--- src/rtl/mem_arb_defs.sv ---
// Shared encodings for the data-memory port arbiter: FSM states, owner IDs,
// and the inactive level of the active-low memory strobes.
package mem_arb_defs;
  typedef enum logic [1:0] {
    ST_IDLE   = 2'd0,
    ST_ACCESS = 2'd1,
    ST_RESP   = 2'd2
  } state_t;

  localparam logic OWNER_IF    = 1'b0;
  localparam logic OWNER_DM    = 1'b1;
  localparam logic STROBE_IDLE = 1'b1;
endpackage

--- src/rtl/mem_arb_pick.sv ---
// Combinational winner select between fetch and data requesters, plus the
// next value of the fetch-starvation counter.
module mem_arb_pick #(
  parameter int MAX_STARVE = 4,
  parameter int CNT_W      = 3
) (
  input  logic             if_req,
  input  logic             dm_req,
  input  logic [CNT_W-1:0] starve_cnt,
  output logic             grant_dm,
  output logic             grant_if,
  output logic [CNT_W-1:0] starve_cnt_nxt
);
  logic w_force_if;

  // Data wins ties until fetch has been passed over MAX_STARVE times in a row.
  assign w_force_if = if_req && (starve_cnt == CNT_W'(MAX_STARVE));
  assign grant_if   = if_req && (!dm_req || w_force_if);
  assign grant_dm   = dm_req && !grant_if;

  always_comb begin
    starve_cnt_nxt = starve_cnt;
    if (!if_req || grant_if)
      starve_cnt_nxt = '0;
    else if (grant_dm && (starve_cnt != CNT_W'(MAX_STARVE)))
      starve_cnt_nxt = starve_cnt + CNT_W'(1);
  end
endmodule

--- src/rtl/mem_port_arbiter.sv ---
// Shares one single-port data memory between instruction fetch and load/store,
// running every access as a fixed IDLE -> ACCESS -> RESP sequence.
module mem_port_arbiter
  import mem_arb_defs::*;
#(
  parameter int ADDR_W     = 6,
  parameter int DATA_W     = 16,
  parameter int DEPTH      = 32,
  parameter int MAX_STARVE = 4
) (
  input  logic              clk,
  input  logic              reset,
  input  logic              if_req,
  input  logic [ADDR_W-1:0] if_addr,
  output logic              if_ack,
  output logic [DATA_W-1:0] if_rdata,
  input  logic              dm_req,
  input  logic              dm_we,
  input  logic [ADDR_W-1:0] dm_addr,
  input  logic [DATA_W-1:0] dm_wdata,
  output logic              dm_ack,
  output logic [DATA_W-1:0] dm_rdata,
  output logic              err,
  output logic              busy,
  output logic [ADDR_W-1:0] mem_addr,
  output logic [DATA_W-1:0] mem_in,
  output logic              mem_write_n,
  output logic              mem_read_n,
  input  logic [DATA_W-1:0] mem_out
);
  localparam int CNT_W = $clog2(MAX_STARVE + 1);

  state_t            r_state, w_state_nxt;
  logic              r_owner, w_owner_nxt;
  logic              r_we, w_we_nxt;
  logic              r_oor, w_oor_nxt;
  logic [CNT_W-1:0]  r_starve, w_starve_nxt;
  logic [ADDR_W-1:0] r_mem_addr, w_mem_addr_nxt;
  logic [DATA_W-1:0] r_mem_in, w_mem_in_nxt;
  logic              r_write_n, w_write_n_nxt;
  logic              r_read_n, w_read_n_nxt;
  logic              r_if_ack, w_if_ack_nxt;
  logic              r_dm_ack, w_dm_ack_nxt;
  logic              r_err, w_err_nxt;
  logic [DATA_W-1:0] r_if_rdata, w_if_rdata_nxt;
  logic [DATA_W-1:0] r_dm_rdata, w_dm_rdata_nxt;
  logic              r_busy, w_busy_nxt;

  logic              w_grant_dm, w_grant_if;
  logic [CNT_W-1:0]  w_pick_starve;
  logic [ADDR_W-1:0] w_sel_addr;
  logic              w_sel_oor;

  mem_arb_pick #(.MAX_STARVE(MAX_STARVE), .CNT_W(CNT_W)) u_pick (
    .if_req         (if_req),
    .dm_req         (dm_req),
    .starve_cnt     (r_starve),
    .grant_dm       (w_grant_dm),
    .grant_if       (w_grant_if),
    .starve_cnt_nxt (w_pick_starve)
  );

  assign w_sel_addr = w_grant_dm ? dm_addr : if_addr;
  assign w_sel_oor  = {1'b0, w_sel_addr} >= (ADDR_W + 1)'(DEPTH);

  always_comb begin
    w_state_nxt    = r_state;
    w_owner_nxt    = r_owner;
    w_we_nxt       = r_we;
    w_oor_nxt      = r_oor;
    w_starve_nxt   = r_starve;
    w_mem_addr_nxt = r_mem_addr;
    w_mem_in_nxt   = r_mem_in;
    w_write_n_nxt  = STROBE_IDLE;
    w_read_n_nxt   = STROBE_IDLE;
    w_if_ack_nxt   = 1'b0;
    w_dm_ack_nxt   = 1'b0;
    w_err_nxt      = 1'b0;
    w_if_rdata_nxt = r_if_rdata;
    w_dm_rdata_nxt = r_dm_rdata;
    w_busy_nxt     = r_busy;
    case (r_state)
      ST_IDLE: begin
        w_starve_nxt = w_pick_starve;
        if (w_grant_if || w_grant_dm) begin
          w_owner_nxt    = w_grant_if ? OWNER_IF : OWNER_DM;
          w_we_nxt       = w_grant_dm && dm_we;
          w_oor_nxt      = w_sel_oor;
          w_mem_addr_nxt = w_sel_addr;
          if (w_grant_dm) w_mem_in_nxt = dm_wdata;
          // Out-of-range accesses still take three cycles but never touch the memory.
          if (!w_sel_oor) begin
            w_write_n_nxt = !(w_grant_dm && dm_we);
            w_read_n_nxt  = w_grant_dm && dm_we;
          end
          w_busy_nxt  = 1'b1;
          w_state_nxt = ST_ACCESS;
        end
      end
      ST_ACCESS: begin
        // Memory acted on the mid-cycle negedge, so mem_out is valid here.
        w_err_nxt = r_oor;
        if (r_owner == OWNER_IF) begin
          w_if_ack_nxt   = 1'b1;
          w_if_rdata_nxt = r_oor ? '0 : mem_out;
        end else begin
          w_dm_ack_nxt   = 1'b1;
          w_dm_rdata_nxt = (r_we || r_oor) ? '0 : mem_out;
        end
        w_state_nxt = ST_RESP;
      end
      ST_RESP: begin
        w_busy_nxt  = 1'b0;
        w_state_nxt = ST_IDLE;
      end
      default: begin
        w_busy_nxt  = 1'b0;
        w_state_nxt = ST_IDLE;
      end
    endcase
  end

  always_ff @(posedge clk or posedge reset) begin
    if (reset) begin
      r_state    <= ST_IDLE;
      r_owner    <= OWNER_IF;
      r_we       <= 1'b0;
      r_oor      <= 1'b0;
      r_starve   <= '0;
      r_mem_addr <= '0;
      r_mem_in   <= '0;
      r_write_n  <= STROBE_IDLE;
      r_read_n   <= STROBE_IDLE;
      r_if_ack   <= 1'b0;
      r_dm_ack   <= 1'b0;
      r_err      <= 1'b0;
      r_if_rdata <= '0;
      r_dm_rdata <= '0;
      r_busy     <= 1'b0;
    end else begin
      r_state    <= w_state_nxt;
      r_owner    <= w_owner_nxt;
      r_we       <= w_we_nxt;
      r_oor      <= w_oor_nxt;
      r_starve   <= w_starve_nxt;
      r_mem_addr <= w_mem_addr_nxt;
      r_mem_in   <= w_mem_in_nxt;
      r_write_n  <= w_write_n_nxt;
      r_read_n   <= w_read_n_nxt;
      r_if_ack   <= w_if_ack_nxt;
      r_dm_ack   <= w_dm_ack_nxt;
      r_err      <= w_err_nxt;
      r_if_rdata <= w_if_rdata_nxt;
      r_dm_rdata <= w_dm_rdata_nxt;
      r_busy     <= w_busy_nxt;
    end
  end

  assign if_ack      = r_if_ack;
  assign if_rdata    = r_if_rdata;
  assign dm_ack      = r_dm_ack;
  assign dm_rdata    = r_dm_rdata;
  assign err         = r_err;
  assign busy        = r_busy;
  assign mem_addr    = r_mem_addr;
  assign mem_in      = r_mem_in;
  assign mem_write_n = r_write_n;
  assign mem_read_n  = r_read_n;
endmodule

--- config.mk ---
export PLATFORM = sky130hd
export DESIGN_NAME = mem_port_arbiter
export DESIGN_NICKNAME = d
export VERILOG_FILES = /design/src/rtl/mem_arb_defs.sv /design/src/rtl/mem_arb_pick.sv /design/src/rtl/mem_port_arbiter.sv
export SDC_FILE = /design/constraint.sdc
export NUM_CORES = 1
export LEC_CHECK = 0
export CAP_MARGIN = 15
export CELL_PAD_IN_SITES_DETAIL_PLACEMENT = 0
export CELL_PAD_IN_SITES_GLOBAL_PLACEMENT = 1
export CORE_UTILIZATION = 33
export CTS_BUF_LIST = sky130_fd_sc_hd__clkbuf_16
export DETAILED_ROUTE_END_ITERATION = 7
export PLACE_DENSITY = 0.84
export SLEW_MARGIN = 15
export SYNTH_ARGS = -nofsm -noshare
export SYNTH_HDL_FRONTEND = slang
export SYNTH_SLANG_ARGS = --single-unit
--- constraint.sdc ---
create_clock -name clk -period 2.26 [get_ports clk]
set_input_delay 0.226 -clock clk [delete_from_list [all_inputs] [get_ports clk]]
set_output_delay 0.226 -clock clk [all_outputs]
set_load 0.02 [all_outputs]
; Yosys cells after proc, flatten, opt, wreduce, memory -nomap -nowiden
; Cells that the tools add are included.
[totals]
regBits = 68
latchBits = 0
mem_bits_rw = 0
rom_bits = 0
in_bits = 49
output_inout_bits = 60
word_cells = 65
memories = 0
[classes]
add_sub_neg = 1
multipliers = 0
n_div = 0
n_lt_le_gt_ge = 1
eq_ne = 4
n_shift = 0
mux = 21
n_bitwise = 2
n_reduce_logical = 21
[ops]
columns = cell, n
row1 = 16-bit two-way mux, 2
row2 = 1-bit two-way mux, 13
row3 = 2-bit AND reduction, 5
row4 = 6-bit greater-or-equal comparator (second input constant), 1
row5 = 3-bit two-way mux, 2
row6 = 6-bit two-way mux, 1
row7 = 1-bit logical AND, 5
row8 = 1-bit zero test, 4
row9 = 1-bit logical OR, 4
row10 = 2-bit case mux with 2 select lines, 1
row11 = 3-bit by 1-bit adder with 3-bit output (second input constant), 1
row12 = 3-bit equality test (second input constant), 1
row13 = 3-bit != test (second input constant), 1
row14 = 3-bit AND reduction, 1
row15 = 2-bit by 1-bit equality test with 1-bit output (second input constant), 1
row16 = 2-bit zero test, 1
row17 = 2-bit two-way mux, 1
row18 = 2-bit != test (second input constant), 1
row19 = 1-bit NOT, 2
row20 = 1-bit case mux with 2 select lines, 1
row21 = 2-bit nonzero test, 1

; Logic depth before layout (Yosys ltp)
[logic_depth]
depth_word = 11
mapped_depth = 6
mapped_depth_nobuf = 5

; By module
; Synthesis repeated with hierarchy kept, for this count alone.
[hier_totals]
cells_unflattened = 243
area_unflattened_um2 = 2885.3
[modules_own_cells]
columns = mod, instances, cells_each, area_per_inst_um2
row1 = mem_port_arbiter, 1, 229, 2787.7
row2 = mem_arb_pick, 1, 14, 97.6

; Worst setup path after synthesis
; Ideal clock, no wire load.
[synth_timing]
kind = reg2reg
from = reg r_starve[0]
to = reg r_mem_in[0] (netlist: mem_in[0])
t_arrival_ns = 1.350
path_slack_ns = 0.784
stages_incl_launch_ff = 7
n_path_buf = 1
period_less_slack_ns = 1.476
path_cell_list = dfrtp_1 > inv_1 > ha_1 > nand3_1 > nand3_4 > buf_6 > mux2_4
[synth_between]
elab_chain_cells = 8
[synth_lines]
columns = element, line
row1 = start: declaration, mem_port_arbiter.sv:37  ; logic [CNT_W-1:0] r_starve, w_starve_nxt;
row2 = start signal: assignment, mem_port_arbiter.sv:145  ; r_starve <= w_starve_nxt;
row3 = 3-bit equality test (*), mem_arb_pick.sv:17  ; assign w_force_if = if_req && (starve_cnt == CNT_W'(MAX_STARVE));
row4 = 1-bit logical AND (*), mem_arb_pick.sv:17
row5 = 1-bit logical OR (*), mem_arb_pick.sv:18  ; assign grant_if = if_req && (!dm_req || w_force_if);
row6 = 1-bit logical AND (*), mem_arb_pick.sv:18
row7 = 1-bit zero test, mem_arb_pick.sv:19  ; assign grant_dm = dm_req && !grant_if;
row8 = 1-bit logical AND, mem_arb_pick.sv:19
row9 = 1-bit logical OR, mem_port_arbiter.sv:85  ; if (w_grant_if || w_grant_dm) begin
row10 = 3-bit AND reduction (no line) (*), n/a
row11 = end signal: assignment, mem_port_arbiter.sv:147  ; r_mem_in <= w_mem_in_nxt;
row12 = end: declaration, mem_port_arbiter.sv:39  ; logic [DATA_W-1:0] r_mem_in, w_mem_in_nxt;
; Mark *: on every way between the ends. The rest lies on a longest branch, timed or not.
; A chain may end at the register's enable or synchronous reset.

; Worst setup path in the final report
[layout_timing]
from = reg r_write_n (netlist: mem_write_n)
to = out mem_write_n
[layout_rtl]
columns = element, line
row1 = start: declaration, mem_port_arbiter.sv:40  ; logic r_write_n, w_write_n_nxt;
row2 = start signal: assignment, mem_port_arbiter.sv:148  ; r_write_n <= w_write_n_nxt;
row3 = end: declaration, mem_port_arbiter.sv:27  ; output logic mem_write_n,
; No word-level cell between the ends.

==> reports/qor.csv <==
metric;value;unit
area leader, netlist;dfrtp_1;
CP Buf/Inv Count;1;
die height;95.1;um
critical path data arrival time;1.43;ns
pwr dens;1410;nW/um2
Final Instance Area;4320;um2
hold crit path type;in -> async;
Clock Skew;0.00564;ns
Routability Congestion;0.863;
Post-Syn Instances;263;
Area contributors post-synth;dfrtp_1, nand2_1, o21ai_0;
Reg area;1680;um2
CP required;2.03;ns
initial core utilization;34.5;%
TritonCTS clock tree;built;
dpl ws;0.472;ns
die area;9050;um2
Ports;109;
Top Family by Delay on Critical Path;buffers and inverters;
ant diodes;0;
most common cell after layout, fill and taps aside;clkdlybuf4s50_1;
Final Hold Viols;0;
actual slew at the worst max-slew pin;0.361;ns
Final Util;52.1;%
routed vias/inst;4.58;
Vias;2214;
post-CTS sizing;0;
CP peak stage delay;0.60;ns
row count;33;
post-CTS setup buffers;0;
Final Power;6.08;mW
DRT antenna net count;0;
setup TNS;0;ns
area share of the largest cell type after synthesis;56.8;%
largest net degree at the start of global routing;34;
Final Max Slew Viols;0;
core box area;8300;um2
Max VDD drop;0.582;mV
CP max stage cell;clkdlybuf4s50_1;
Max Cap Violations;0;
RSZ-0062 raised after global routing;false;
DPL Wire Length;4930;um
Placed Area;4010;um2
cell chain of the critical path;clkdlybuf4s50_1;
synth unique cells;34;
CTS HTree Levels;3;
share of layout cells above drive strength 1;13.8;%
outcome;finished clean;
total grt overflow;0;
Synthesized Nets;314;
leakage;1.87;nW
Syn Area/Cell;10.9;um2
clk_lat worst skew;0.32;ns
via count of the first global-routing pass;2217;
I/O Buffers;108;
CTS Buf Count;9;
# setup viols final;0;
Fmax;0.602;GHz
Worst Setup End Kind;output port;
warnings from Yosys;0;
area grow syn2layout;51.0;%
nets@finish;424;
startpoint types;flip-flop;
Chip Width;95.1;um
synthesized area;2860;um2
Sink Count;67;
clk buf depth;2;
initial antenna violation count;0;
fin crit share;73.5;%
final wirelength;6700;um
Root Driver;clkbuf_16;
setup ws final;0.599;ns
DRT Pass-1 Iters;4;
clock-pin slew on the worst setup and hold paths;0.06;ns
all-layer global routing usage;15.9;%
most frequent cells in the layout;clkdlybuf4s50_1, dfrtp_1, nand2_1;
DR DRC count;0;
first-pass GRT wire length;11000;um
cts hold-fix bufs;0;
Tmin final;1.66;ns
CP Max Fanout;1;
max_slew headroom;75.9;%
area of the multi-input gates;1030;um2
Iter 0 DRT Violations;69;
post-synthesis sequential area ratio;58.7;%
fillers;770;
register bit total from synthesis;67;
wire per inst;13.9;um
Crit Path Category;reg -> out;
cells in the mapped netlist, drive strengths merged:
cell,number
a21oi,7
a31oi,6
and2,1
and2b,1
and3,1
buf,10
clkbuf,7
dfrtp,65
dfstp,2
ha,2
inv,9
mux2,16
nand2,51
nand2b,16
nand3,9
nand3b,1
nand4,3
nor2,3
nor4,1
nor4bb,1
o21ai,47
or2,2
or3,1
or3b,1
layout make-up:
class	count	share of cell area, %
tap	105	3.04
sequential	67	38.9
multi-input combinational	170	23.8
timing repair buffer	116	26.4
clock inverter	7	1.91
inverter	9	0.782
clock buffer	9	5.21
metrics by stage:
stage                     std cells  hold slack (ns)
after CTS                       483            0.161
after detailed placement        467            0.469
after global placement          467            0.460
final                           483            0.158
after floorplan                 263            0.338
after global routing            483            0.178
flip-flops by register name, summed over array words and instances (netlist names):
name and cells:
mem_in 16, mem_addr 5, dm_ack 1, mem_read_n 1
r_we 1, mem_write_n 1, err 1, r_owner 1
r_oor 1, r_starve 3, if_ack 1, dm_rdata 16
r_state 2, if_rdata 16, busy 1
report_power, final:
group / switching (mW) / internal [mW] / leakage [nW]
registers: 0.289 / 1.68 / 0.842
clock network: 0.480 / 0.951 / 0.154
logic: 1.38 / 1.31 / 0.876
total: 2.15 / 3.94 / 1.87
kinds of logic after synthesis:
family / Yosys count / share of synthesized area [%]
AO/OA/AOI/OAI: 60 / 11.5
adder cells (fa/ha/maj): 2 / 0.874
buffers and inverters: 26 / 5.42
flip-flops: 67 / 58.7
multiplexers: 16 / 7.48
AND/OR/NAND/NOR: 92 / 16.0
worst paths after layout:
path / start / end / slack, ns / cells past startpoint
worst min register to register: if_rdata[0] / if_rdata[0] / 0.48 / 2
max in group asynchronous: reset / mem_read_n / 1.41 / 3
min in group clk: if_rdata[0] / if_rdata[0] / 0.48 / 2
worst max register to register: r_starve[0] / mem_in[2] / 0.66 / 5
worst max-delay path: mem_write_n / mem_write_n / 0.60 / 1
worst min-delay path: reset / r_we / 0.16 / 2
layer usage:
layer / track usage [%] / share of wire (%) / vias to the layer above
li1: - / - / 1110
met1: 20.9 / 45 / 1013
met2: 24.9 / 47 / 85
met3: 3.99 / 6.7 / 6
met4: 6.82 / 1.2 / 0
met5: 0 / 0 / -
(Power assumes the default switching activity.)
